File: config.mk
export PLATFORM = sky130hd
export DESIGN_NAME = kb_digit_ctrl_flat
export DESIGN_NICKNAME = d
export VERILOG_FILES = /design/src/rtl/kb_digit_ctrl_if.sv /design/src/rtl/kb_digit_ctrl.sv /design/src/flat_wrapper.sv
export SDC_FILE = /design/constraint.sdc
export NUM_CORES = 1
export LEC_CHECK = 0
export ABC_CLOCK_PERIOD_IN_PS = 4000
export BUFFER_PORTS_ARGS = -buffer_cell sky130_fd_sc_hd__clkbuf_2
export CORE_MARGIN = 10
export CORE_UTILIZATION = 26
export CTS_CLUSTER_DIAMETER = 100
export DETAILED_ROUTE_END_ITERATION = 8
export GPL_TIMING_DRIVEN = 0
export HOLD_SLACK_MARGIN = 0.15
export PLACE_DENSITY_LB_ADDON = 0.08
export SLEW_MARGIN = 5
export SYNTH_ARGS = -nofsm -noshare
export SYNTH_HDL_FRONTEND = slang
export SYNTH_SLANG_ARGS = --single-unit
File: constraint.sdc
create_clock -name clk -period 4 [get_ports clk]
set_clock_uncertainty 0.2 [all_clocks]
set_input_delay 0.4 -clock clk [delete_from_list [all_inputs] [get_ports clk]]
set_output_delay 0.4 -clock clk [all_outputs]
set_load 0.005 [all_outputs]
File: src/rtl/kb_digit_ctrl_if.sv
// ---------------------------------------------------------------------------
// kb_digit_ctrl_if
// Bundles the scan-code input strobe and the seven-segment display outputs
// of the keyboard digit controller.
//   sc_valid : 1-cycle strobe, sc holds a complete received byte
//   sc       : PS/2 set-2 scan-code byte
//   num      : segment pattern {dp,g,f,e,d,c,b,a}, active-low
//   seg_en   : digit enables, active-low, one-hot-zero
//   dig_cnt  : number of valid digits in the buffer (0..4)
// Modports:
//   master : scan-code source / display consumer
//   slave  : the controller itself
// ---------------------------------------------------------------------------
interface kb_digit_ctrl_if;
    logic       sc_valid;
    logic [7:0] sc;
    logic [7:0] num;
    logic [3:0] seg_en;
    logic [2:0] dig_cnt;

    modport master (
        output sc_valid, sc,
        input  num, seg_en, dig_cnt
    );

    modport slave (
        input  sc_valid, sc,
        output num, seg_en, dig_cnt
    );
endinterface

File: src/rtl/kb_digit_ctrl.sv
// ---------------------------------------------------------------------------
// kb_digit_ctrl
// Decodes PS/2 make/break/extended sequences, suppresses typematic repeats,
// keeps a 4-digit shift buffer of typed decimal digits and time-multiplexes
// that buffer onto a shared seven-segment bus.
// Ports:
//   clk  : system clock, rising edge
//   rst  : asynchronous active-high reset
//   bus  : kb_digit_ctrl_if.slave (sc_valid, sc in; num, seg_en, dig_cnt out)
// Parameters:
//   REFRESH_CYCLES : clk cycles each digit stays enabled (>= 2)
// ---------------------------------------------------------------------------
module kb_digit_ctrl #(
    parameter int REFRESH_CYCLES = 100000
) (
    input  logic            clk,
    input  logic            rst,
    kb_digit_ctrl_if.slave  bus
);

    localparam int              RC_W    = $clog2(REFRESH_CYCLES);
    localparam logic [RC_W-1:0] RC_LAST = RC_W'(REFRESH_CYCLES - 1);

    localparam logic [7:0] SC_BREAK = 8'hF0;
    localparam logic [7:0] SC_EXT   = 8'hE0;
    localparam logic [7:0] SC_BKSP  = 8'h66;
    localparam logic [7:0] SC_ESC   = 8'h76;

    typedef enum logic [1:0] {
        ST_IDLE,
        ST_BRK,
        ST_EXT,
        ST_EXT_BRK
    } state_t;

    // Returns {is_digit, bcd} for a set-2 make code.
    function automatic logic [4:0] digit_of(input logic [7:0] code);
        case (code)
            8'h45:   digit_of = {1'b1, 4'd0};
            8'h16:   digit_of = {1'b1, 4'd1};
            8'h1E:   digit_of = {1'b1, 4'd2};
            8'h26:   digit_of = {1'b1, 4'd3};
            8'h25:   digit_of = {1'b1, 4'd4};
            8'h2E:   digit_of = {1'b1, 4'd5};
            8'h36:   digit_of = {1'b1, 4'd6};
            8'h3D:   digit_of = {1'b1, 4'd7};
            8'h3E:   digit_of = {1'b1, 4'd8};
            8'h46:   digit_of = {1'b1, 4'd9};
            default: digit_of = 5'd0;
        endcase
    endfunction

    // Active-low segment pattern; blank entries are fully dark.
    function automatic logic [7:0] seg_of(input logic valid, input logic [3:0] bcd);
        if (!valid) begin
            seg_of = 8'hFF;
        end else begin
            case (bcd)
                4'd0:    seg_of = 8'hC0;
                4'd1:    seg_of = 8'hF9;
                4'd2:    seg_of = 8'hA4;
                4'd3:    seg_of = 8'hB0;
                4'd4:    seg_of = 8'h99;
                4'd5:    seg_of = 8'h92;
                4'd6:    seg_of = 8'h82;
                4'd7:    seg_of = 8'hF8;
                4'd8:    seg_of = 8'h80;
                4'd9:    seg_of = 8'h90;
                default: seg_of = 8'hFF;
            endcase
        end
    endfunction

    state_t          r_state;
    state_t          w_state_next;
    logic [7:0]      r_held_code;
    logic            r_held_v;
    logic [3:0]      r_dv;          // per-digit valid, bit 0 = d0
    logic [3:0][3:0] r_bcd;         // per-digit BCD, [0] = d0
    logic [2:0]      r_dig_cnt;
    logic [RC_W-1:0] r_rc;
    logic [1:0]      r_idx;
    logic [7:0]      r_num;
    logic [3:0]      r_seg_en;

    logic            w_make;
    logic            w_break;
    logic            w_repeat;
    logic            w_accept;
    logic [4:0]      w_digit;
    logic            w_wrap;
    logic [1:0]      w_idx_next;

    // ---------------------------------------------------------------------
    // Decoder FSM
    // ---------------------------------------------------------------------
    // NOTE: sequential state is written with non-blocking assignments so every
    // register samples pre-edge values regardless of process ordering.
    always_ff @(posedge clk or posedge rst) begin
        if (rst) r_state <= ST_IDLE;
        else     r_state <= w_state_next;
    end

    // NOTE: every output of this block gets a default first, so no path
    // leaves a value unassigned and no latch is inferred.
    always_comb begin
        w_state_next = r_state;
        w_make       = 1'b0;
        w_break      = 1'b0;
        if (bus.sc_valid) begin
            case (r_state)
                ST_IDLE: begin
                    if (bus.sc == SC_BREAK)    w_state_next = ST_BRK;
                    else if (bus.sc == SC_EXT) w_state_next = ST_EXT;
                    else                       w_make       = 1'b1;
                end
                ST_BRK: begin
                    w_break      = 1'b1;
                    w_state_next = ST_IDLE;
                end
                ST_EXT: begin
                    // Extended makes are swallowed; only the F0 prefix matters.
                    w_state_next = (bus.sc == SC_BREAK) ? ST_EXT_BRK : ST_IDLE;
                end
                ST_EXT_BRK: w_state_next = ST_IDLE;
                default:    w_state_next = ST_IDLE;
            endcase
        end
    end

    // A make matching the still-held key is auto-repeat and is dropped whole.
    assign w_repeat = r_held_v && (bus.sc == r_held_code);
    assign w_accept = w_make && !w_repeat;
    assign w_digit  = digit_of(bus.sc);

    // ---------------------------------------------------------------------
    // Held key and digit buffer
    // ---------------------------------------------------------------------
    always_ff @(posedge clk or posedge rst) begin
        if (rst) begin
            r_held_code <= 8'h00;
            r_held_v    <= 1'b0;
        end else if (w_accept) begin
            r_held_code <= bus.sc;
            r_held_v    <= 1'b1;
        end else if (w_break && (bus.sc == r_held_code)) begin
            r_held_v    <= 1'b0;
        end
    end

    // NOTE: the four-entry buffer is ordinary flops, not a RAM, and must come
    // out of reset blank, so it is reset like any other register.
    always_ff @(posedge clk or posedge rst) begin
        if (rst) begin
            r_dv      <= 4'b0000;
            r_bcd     <= '0;
            r_dig_cnt <= 3'd0;
        end else if (w_accept) begin
            if (w_digit[4]) begin
                // Shift up: d3 falls off, new digit enters at d0.
                r_dv  <= {r_dv[2:0], 1'b1};
                r_bcd <= {r_bcd[2:0], w_digit[3:0]};
                if (r_dig_cnt != 3'd4) r_dig_cnt <= r_dig_cnt + 3'd1;
            end else if (bus.sc == SC_BKSP) begin
                if (r_dig_cnt != 3'd0) begin
                    r_dv      <= {1'b0, r_dv[3:1]};
                    r_bcd     <= {4'h0, r_bcd[3:1]};
                    r_dig_cnt <= r_dig_cnt - 3'd1;
                end
            end else if (bus.sc == SC_ESC) begin
                r_dv      <= 4'b0000;
                r_bcd     <= '0;
                r_dig_cnt <= 3'd0;
            end
        end
    end

    // ---------------------------------------------------------------------
    // Display scan
    // ---------------------------------------------------------------------
    assign w_wrap     = (r_rc == RC_LAST);
    assign w_idx_next = w_wrap ? r_idx + 2'd1 : r_idx;

    // Enable and pattern are both computed from the next index so they change
    // on the same edge; the pattern uses the buffer as it stands before this
    // edge, giving one extra cycle of latency after a buffer update.
    always_ff @(posedge clk or posedge rst) begin
        if (rst) begin
            r_rc     <= '0;
            r_idx    <= 2'd0;
            r_seg_en <= 4'b1110;
            r_num    <= 8'hFF;
        end else begin
            r_rc     <= w_wrap ? '0 : r_rc + 1'b1;
            r_idx    <= w_idx_next;
            r_seg_en <= ~(4'b0001 << w_idx_next);
            r_num    <= seg_of(r_dv[w_idx_next], r_bcd[w_idx_next]);
        end
    end

    assign bus.num     = r_num;
    assign bus.seg_en  = r_seg_en;
    assign bus.dig_cnt = r_dig_cnt;

endmodule

File: src/flat_wrapper.sv
// flat-port wrapper written by rule: the top's interface ports become plain ports
module kb_digit_ctrl_flat 
#(
    parameter int REFRESH_CYCLES = 100000
)
  (clk, rst, bus_sc_valid, bus_sc, bus_num, bus_seg_en, bus_dig_cnt);
  kb_digit_ctrl_if bus_i ();
  input  logic clk;
  input  logic rst;
  input wire logic [$bits(bus_i.sc_valid)-1:0] bus_sc_valid;
  input wire logic [$bits(bus_i.sc)-1:0] bus_sc;
  output wire logic [$bits(bus_i.num)-1:0] bus_num;
  output wire logic [$bits(bus_i.seg_en)-1:0] bus_seg_en;
  output wire logic [$bits(bus_i.dig_cnt)-1:0] bus_dig_cnt;
  assign bus_i.sc_valid = bus_sc_valid;
  assign bus_i.sc = bus_sc;
  assign bus_num = bus_i.num;
  assign bus_seg_en = bus_i.seg_en;
  assign bus_dig_cnt = bus_i.dig_cnt;
  kb_digit_ctrl #(.REFRESH_CYCLES(REFRESH_CYCLES)) u_core (.clk(clk), .rst(rst), .bus(bus_i));
endmodule
# Word-level counts from Yosys, hierarchy flattened
# Memory sizes are Yosys's and may differ from the RTL's.
# Index checks and enable logic that the tools add are counted.
# Widths: inputs -> output; s select.
classes:
  add_sub_neg: 4
  magnitude_cmp: 1
  eq_ne: 23
  shift: 1
  muxes: 33
  bitwise_logic: 1
  reduce_logical: 12
ops:
  columns: ["op", "count"]
  rows:
  - ["$mux 16", 4]
  - ["$pmux 5 s10", 1]
  - ["$eq 8x6->1 const B", 6]
  - ["$eq 8x7->1 const B", 4]
  - ["$mux 4", 5]
  - ["$add 17x1->17 const B", 1]
  - ["$eq 17x17->1 const B", 1]
  - ["$mux 17", 1]
  - ["$eq 8x5->1 const B", 2]
  - ["$eq 8x8->1 const B", 2]
  - ["$mux 3", 5]
  - ["$mux 1", 9]
  - ["$bmux 4 s2", 1]
  - ["$eq 8x8->1", 1]
  - ["$mux 2", 4]
  - ["$mux 8", 1]
  - ["$pmux 2 s3", 1]
  - ["$reduce_bool 3->1", 2]
  - ["$eq 2x2->1 const B", 2]
  - ["$not 4->4", 1]
  - ["$reduce_and 4->1", 1]
  - ["$shl 1x2->4 const A", 1]
  - ["$add 3x1->3 const B", 1]
  - ["$logic_and 1x1->1", 3]
  - ["other kinds (15)", 15]
totals:
  register_bits: 65
  mem_bits_ro: 112
  input_bits: 11
  output_inout_bits: 15
  n_memories: 1
memory_table:
  columns: ["memory", "words", "width", "read_ports", "rd_clocked_by_memory_dff", "write_ports", "line", "text"]
  rows:
  - ["(no name shown)", 16, 7, 1, 0, 0, "kb_digit_ctrl.sv:58", "case (bcd)"]

# Longest topological paths before layout
logic_depth:
  word_depth: 7
  mapped_depth: 10

# Least setup slack after synthesis
# No wires, ideal clock.
synth_timing:
  kind: "reg2reg"
  startpoint: "reg u_core.r_rc[5]"
  endpoint: "reg u_core.r_num[3] (netlist: u_core.bus.num[3])"
  arrival_time_ns: 2.985
  setup_slack_ns: 0.726
  stages_incl_launch_ff: 9
  path_cell_list: "dfrtp_1 -> or4b_4 -> nor4_4 -> mux2_2 -> a211oi_2 -> inv_1 -> ha_1 -> a21oi_1 -> or3b_1"
synth_via:
  elab_chain_len: 6
  word_cells_on_any_way: 8
synth_lines:
  columns: ["element", "line", "text"]
  rows:
  - ["start, declared", "kb_digit_ctrl.sv:81", "logic [RC_W-1:0] r_rc;"]
  - ["start signal, assigned", "kb_digit_ctrl.sv:194", "r_rc <= w_wrap ? '0 : r_rc + 1'b1;"]
  - ["$eq 17x17->1 (*)", "kb_digit_ctrl.sv:181", "assign w_wrap = (r_rc == RC_LAST);"]
  - ["$mux 2 (*)", "kb_digit_ctrl.sv:182", "assign w_idx_next = w_wrap ? r_idx + 2'd1 : r_idx;"]
  - ["$bmux 4 s2", "kb_digit_ctrl.sv:197", "r_num <= seg_of(r_dv[w_idx_next], r_bcd[w_idx_next]);"]
  - ["$mux 4 (implied by the code)", "kb_digit_ctrl.sv:197", null]
  - ["$mem_v2 16x7", null, null]
  - ["$mux 8 (*)", "kb_digit_ctrl.sv:55", "if (!valid) begin"]
  - ["end signal, assigned", "kb_digit_ctrl.sv:197", null]
  - ["end, declared", "kb_digit_ctrl.sv:83", "logic [7:0] r_num;"]
# Every way passes the cells marked *; elsewhere a longest branch is shown, timed or not. The select of a mux whose other input is x is not followed.
# A chain may end at the register's enable or synchronous reset.

# Worst setup path in the final report
layout_timing:
  startpoint: "reg u_core.r_rc[6]"
  endpoint: "reg u_core.r_num[3] (netlist: u_core.bus.num[3])"
# The elaborated chain is that of the path after synthesis.

==> summary by stage <==
Status
The run finished with clean final reports.

Timing
The final number of max-transition violations is 0. After layout, the worst path uses 92.91% of the clock period. Setup violations remaining at the end of the flow were counted as 0.

The setup TNS is 0 ns. The post-route worst setup slack is ~0.28 ns. The minimum clock period is 3.716 ns.

The worst pin sits at a relative slew slack of 46.58%. The transition time at the pin with the least slew margin is 0.8013 ns. The final count of hold timing violations is 0. Setup repair after global routing left no endpoint under its margin. Derived from the worst setup path, the maximum achievable clock frequency is 269.1 MHz.

Place
Summed over all nets, the half-perimeter wirelength after detailed placement is 6675 um. Port buffering added 23 buffers. After detailed placement, the design holds a cell count of about 570. Routability-driven placement finished with a final weighted congestion of between 0.7 and 0.8. The minimum setup slack after placement is 0.2954 ns.

Synthesis
Synthesis produced a netlist whose cell count is between 300 and 400. Counting instances in the post-synthesis netlist gives the leading cell types as 54 x sky130_fd_sc_hd__dfrtp_1, 37 x sky130_fd_sc_hd__nand2_1, 23 x sky130_fd_sc_hd__nor2_1, 23 x sky130_fd_sc_hd__o21ai_0, 17 x sky130_fd_sc_hd__clkbuf_1. After synthesis, the mean cell area works out to 9.945 sq um.

The number of flops mapped to enable cells by yosys is 0. The area of the mapped netlist is 3680 sq um. For this run, the leading register cell type out of synthesis is sky130_fd_sc_hd__dfrtp_1. The most numerous cell in the Yosys netlist is sky130_fd_sc_hd__dfrtp_1. The number of warnings printed during yosys synthesis is 0. By area the synthesized netlist is led by sky130_fd_sc_hd__dfrtp_1 37%, sky130_fd_sc_hd__dfstp_2 7.1%, sky130_fd_sc_hd__nand2_1 3.8%. The register area share after synthesis is 43.86%. Summed over its instances, the top area cell type makes up between 30 and 40% of the synthesized netlist area. The net count of the mapped netlist is 386. The synthesized flop and latch total is 64.

The number of distinct library cell variants in the gate-level netlist after synthesis is 60. The dominant cell type by area after synthesis is sky130_fd_sc_hd__dfrtp_1. The async set-or-reset flop fraction in the synthesized netlist is 100.0%.

Power and ir drop
Summed over all cells, the static leakage comes to 0.001722 uW. The highest ir drop seen on vdd is 178.6 uV. The fraction of power consumed by sequential logic is 41.8%. Of the total power, the share spent switching nets is 23.28%. The portion of total power attributed to combinational logic is between 8 and 9%. Cell internal power was estimated by the tool at about 1300 uW.

The power density over the cells is 381.5 nW/um^2. The switching power is between 300 and 400 uW. The clock share of power is between 40% and 50%.

Detailed routing
The DRC violation total after the first TritonRoute iteration is 147. The via total after detailed routing is between 2000 and 3000. The pre-antenna-repair detailed-routing pass consisted of 4 iterations.

The total wire length is slightly above 9000 um. Using the TritonRoute via totals, the vias-per-cell ratio works out to 4.905. The residual DRC count is 0. After detailed routing, the average wire length per cell comes to 15.75 um. In this run the remaining antenna-violating nets after routing total 0.

Worst setup path
Walking the worst path, the cells encountered are or4bb_1, nor4_4, mux2_2, a211oi_2, inv_1, ha_1, a21oi_1, or3b_1. The slowest cell on the critical path is sky130_fd_sc_hd__nor4_4. The worst endpoint data arrival time is 3.77 ns. The maximum single-stage delay on the critical path is 0.71 ns. The critical path is of the flop to flop type. At the worst endpoint, the required time is 4.05 ns. For flop-to-flop paths, the worst setup slack is 0.28 ns.

Along the worst path, the maximum fanout reaches 10. The kind of launch point of the worst setup path is a flop. The type of destination of the critical path is a flop.

Clocking
The total number of clock tree sinks is 64. The clock insertion delay at the later pin of the skew report is between 0.3 and 0.4 ns. The H-tree depth reported by CTS is 3.

TritonCTS built the clock tree. The master cell of the clock root buffer is sky130_fd_sc_hd__clkbuf_16. Once the clock tree was built, the resizer swapped 0 gates to a different size.

The clock-pin slew reported for the worst setup and hold paths after clock tree synthesis is 0.05 ns. The number of buffers added for setup after CTS is 0. The CTS buffer count is 9.

The clock passes through at most 2 buffers.

Flow run
The tool flagged a number of max-cap violations equal to 0.

Finish
The fraction of final layout cells sized beyond drive strength 1 is 18.98%. The final net count is ~420. For this run, the number of standard cells in the final layout without fillers is 591. The antenna diode instance count is 0. The area growth from synthesis to layout is 18.63%.

Once layout is complete, the utilization of the core stands at 31.45%.

Min path
In this run the worst hold path is classified as input port to flop.

GRT
The total global routing track utilization is 9.918%. Entering global routing, the biggest net connects 35 pins. The initial antenna violation count came to 0. For this run the aggregate overflow at the end of global routing stands at 0. The number of global-route vias before repair came to 2958. The global-route wire length before repair is 15830 um.

Die
The core region is between 10000 and 15000 sq um. For this design the top-level I/O count stands at 26. In this run the core area contains 43 standard-cell rows. The initial utilization of the core area, before any placement, comes to 26.51%. The height of the chip is 139.0 um. The overall die area is 19310 sq um. From left edge to right edge, the die measures between 100 and 150 um.
critical path, delay by kind of cell (launching register included):
kind	cells	cell delay [ns]
multiplexers	1	0.42
adder cells (fa/ha/maj)	1	0.32
flip-flops	1	0.44
AND/OR/NAND/NOR	3	1.70
buffers and inverters	1	0.14
AO/OA/AOI/OAI	2	0.40
cell type report:
| type | count | area, sq um |
|---|---|---|
| fillers | 1474 | 9515 |
| multi-input cells | 275 | 1934 |
| flip-flops and latches | 64 | 1614 |
| clock buffers | 11 | 232.7 |
| well taps | 180 | 225.2 |
| repair buffers | 26 | 155.1 |
| plain buffers | 20 | 90.09 |
| clock inverters | 4 | 70.07 |
| inverters | 11 | 43.79 |
repair_timing:
action                                  CTS  global route
hold buffers                              2             0
endpoints found under the setup margin    0             0
endpoints found under the hold margin    28             0
placed cells by master, fill, tap and decap left out, types with 3 or more instances in the layout:
master and count:
sky130_fd_sc_hd__dfrtp_1 54, sky130_fd_sc_hd__a22oi_1 12, sky130_fd_sc_hd__nor3_1 8, sky130_fd_sc_hd__nor2b_1 11, sky130_fd_sc_hd__or2_2 3, sky130_fd_sc_hd__a22o_1 5, sky130_fd_sc_hd__nand2b_1 9, sky130_fd_sc_hd__o32ai_1 3
sky130_fd_sc_hd__nand2_1 37, sky130_fd_sc_hd__o41ai_1 3, sky130_fd_sc_hd__mux2_2 12, sky130_fd_sc_hd__nand3b_1 3, sky130_fd_sc_hd__nor4_1 6, sky130_fd_sc_hd__clkbuf_2 23, sky130_fd_sc_hd__clkbuf_1 19, sky130_fd_sc_hd__clkbuf_16 9
sky130_fd_sc_hd__o31ai_1 5, sky130_fd_sc_hd__xnor2_1 11, sky130_fd_sc_hd__mux2i_1 12, sky130_fd_sc_hd__nand3_1 9, sky130_fd_sc_hd__nor2_1 23, sky130_fd_sc_hd__a21oi_1 13, sky130_fd_sc_hd__inv_1 10, sky130_fd_sc_hd__o21ai_0 23
sky130_fd_sc_hd__ha_1 5, sky130_fd_sc_hd__a211oi_2 3, sky130_fd_sc_hd__dfstp_2 10, sky130_fd_sc_hd__xor2_1 15, sky130_fd_sc_hd__nand4_1 4
power groups by stage:
stage               sequential, uW  combinational, uW  clock [uW]
finish                         696                149         820
global placement               707                147           0
global route                   699                170         877
detailed placement             707                150           0
floorplan                      703                100           0
CTS                            696                153         851
stage by stage:
stage | instance area [sq um] | hold slack (ns) | total power, uW
after detailed placement | 4043 | 0.2552 | 856.8
after global placement | 4020 | 0.2817 | 853.7
after CTS | 4365 | 0.1698 | 1700
after global routing | 4365 | 0.1858 | 1747
after floorplan | 3680 | 0.2421 | 803.0
final | 4365 | 0.1839 | 1665
sequential cells by signal, indices dropped and copies added (netlist names):
| name | count |
|---|---|
| u_core.r_rc | 17 |
| u_core.r_bcd | 16 |
| u_core.r_held_code | 8 |
| u_core.bus.num | 7 |
| u_core.bus.seg_en | 4 |
| u_core.r_dv | 4 |
| u_core.bus.dig_cnt | 3 |
| u_core.r_idx | 2 |
| u_core.r_state | 2 |
| u_core.r_held_v | 1 |
per-layer routing:
layer  wire [um]  vias to the layer above  part of all wire [%]  global-route usage [%]
met2        4423                       56                    48                   15.69
met4          53                        0                  0.57                   3.130
met3         448                        4                   4.8                   3.322
li1            -                     1418                     -                       -
met5           0                        -                     0                       0
met1        4382                     1421                    47                   12.41
logic make-up after synthesis:
family          Yosys count  share of synthesized area, %
fa+ha+maj                 5                         1.700
buf+inv                  31                         3.570
compound gates           84                         16.80
xor+xnor                 26                         6.188
flops                    64                         43.86
other cells               1                        0.1019
mux                      27                         8.365
simple gates            132                         19.42
final timing paths:
kind	cells past startpoint	start	to
worst max-delay path	8	u_core.r_rc[6]	u_core.bus.num[3]
worst min-delay path	2	bus_sc[7]	u_core.r_held_code[7]
min in group asynchronous	3	rst	u_core.bus.dig_cnt[0]
worst max register to register	8	u_core.r_rc[6]	u_core.bus.num[3]
worst min register to register	1	u_core.r_rc[16]	u_core.r_rc[16]
max in group asynchronous	4	rst	u_core.bus.num[1]
(Power assumes the default switching activity.)
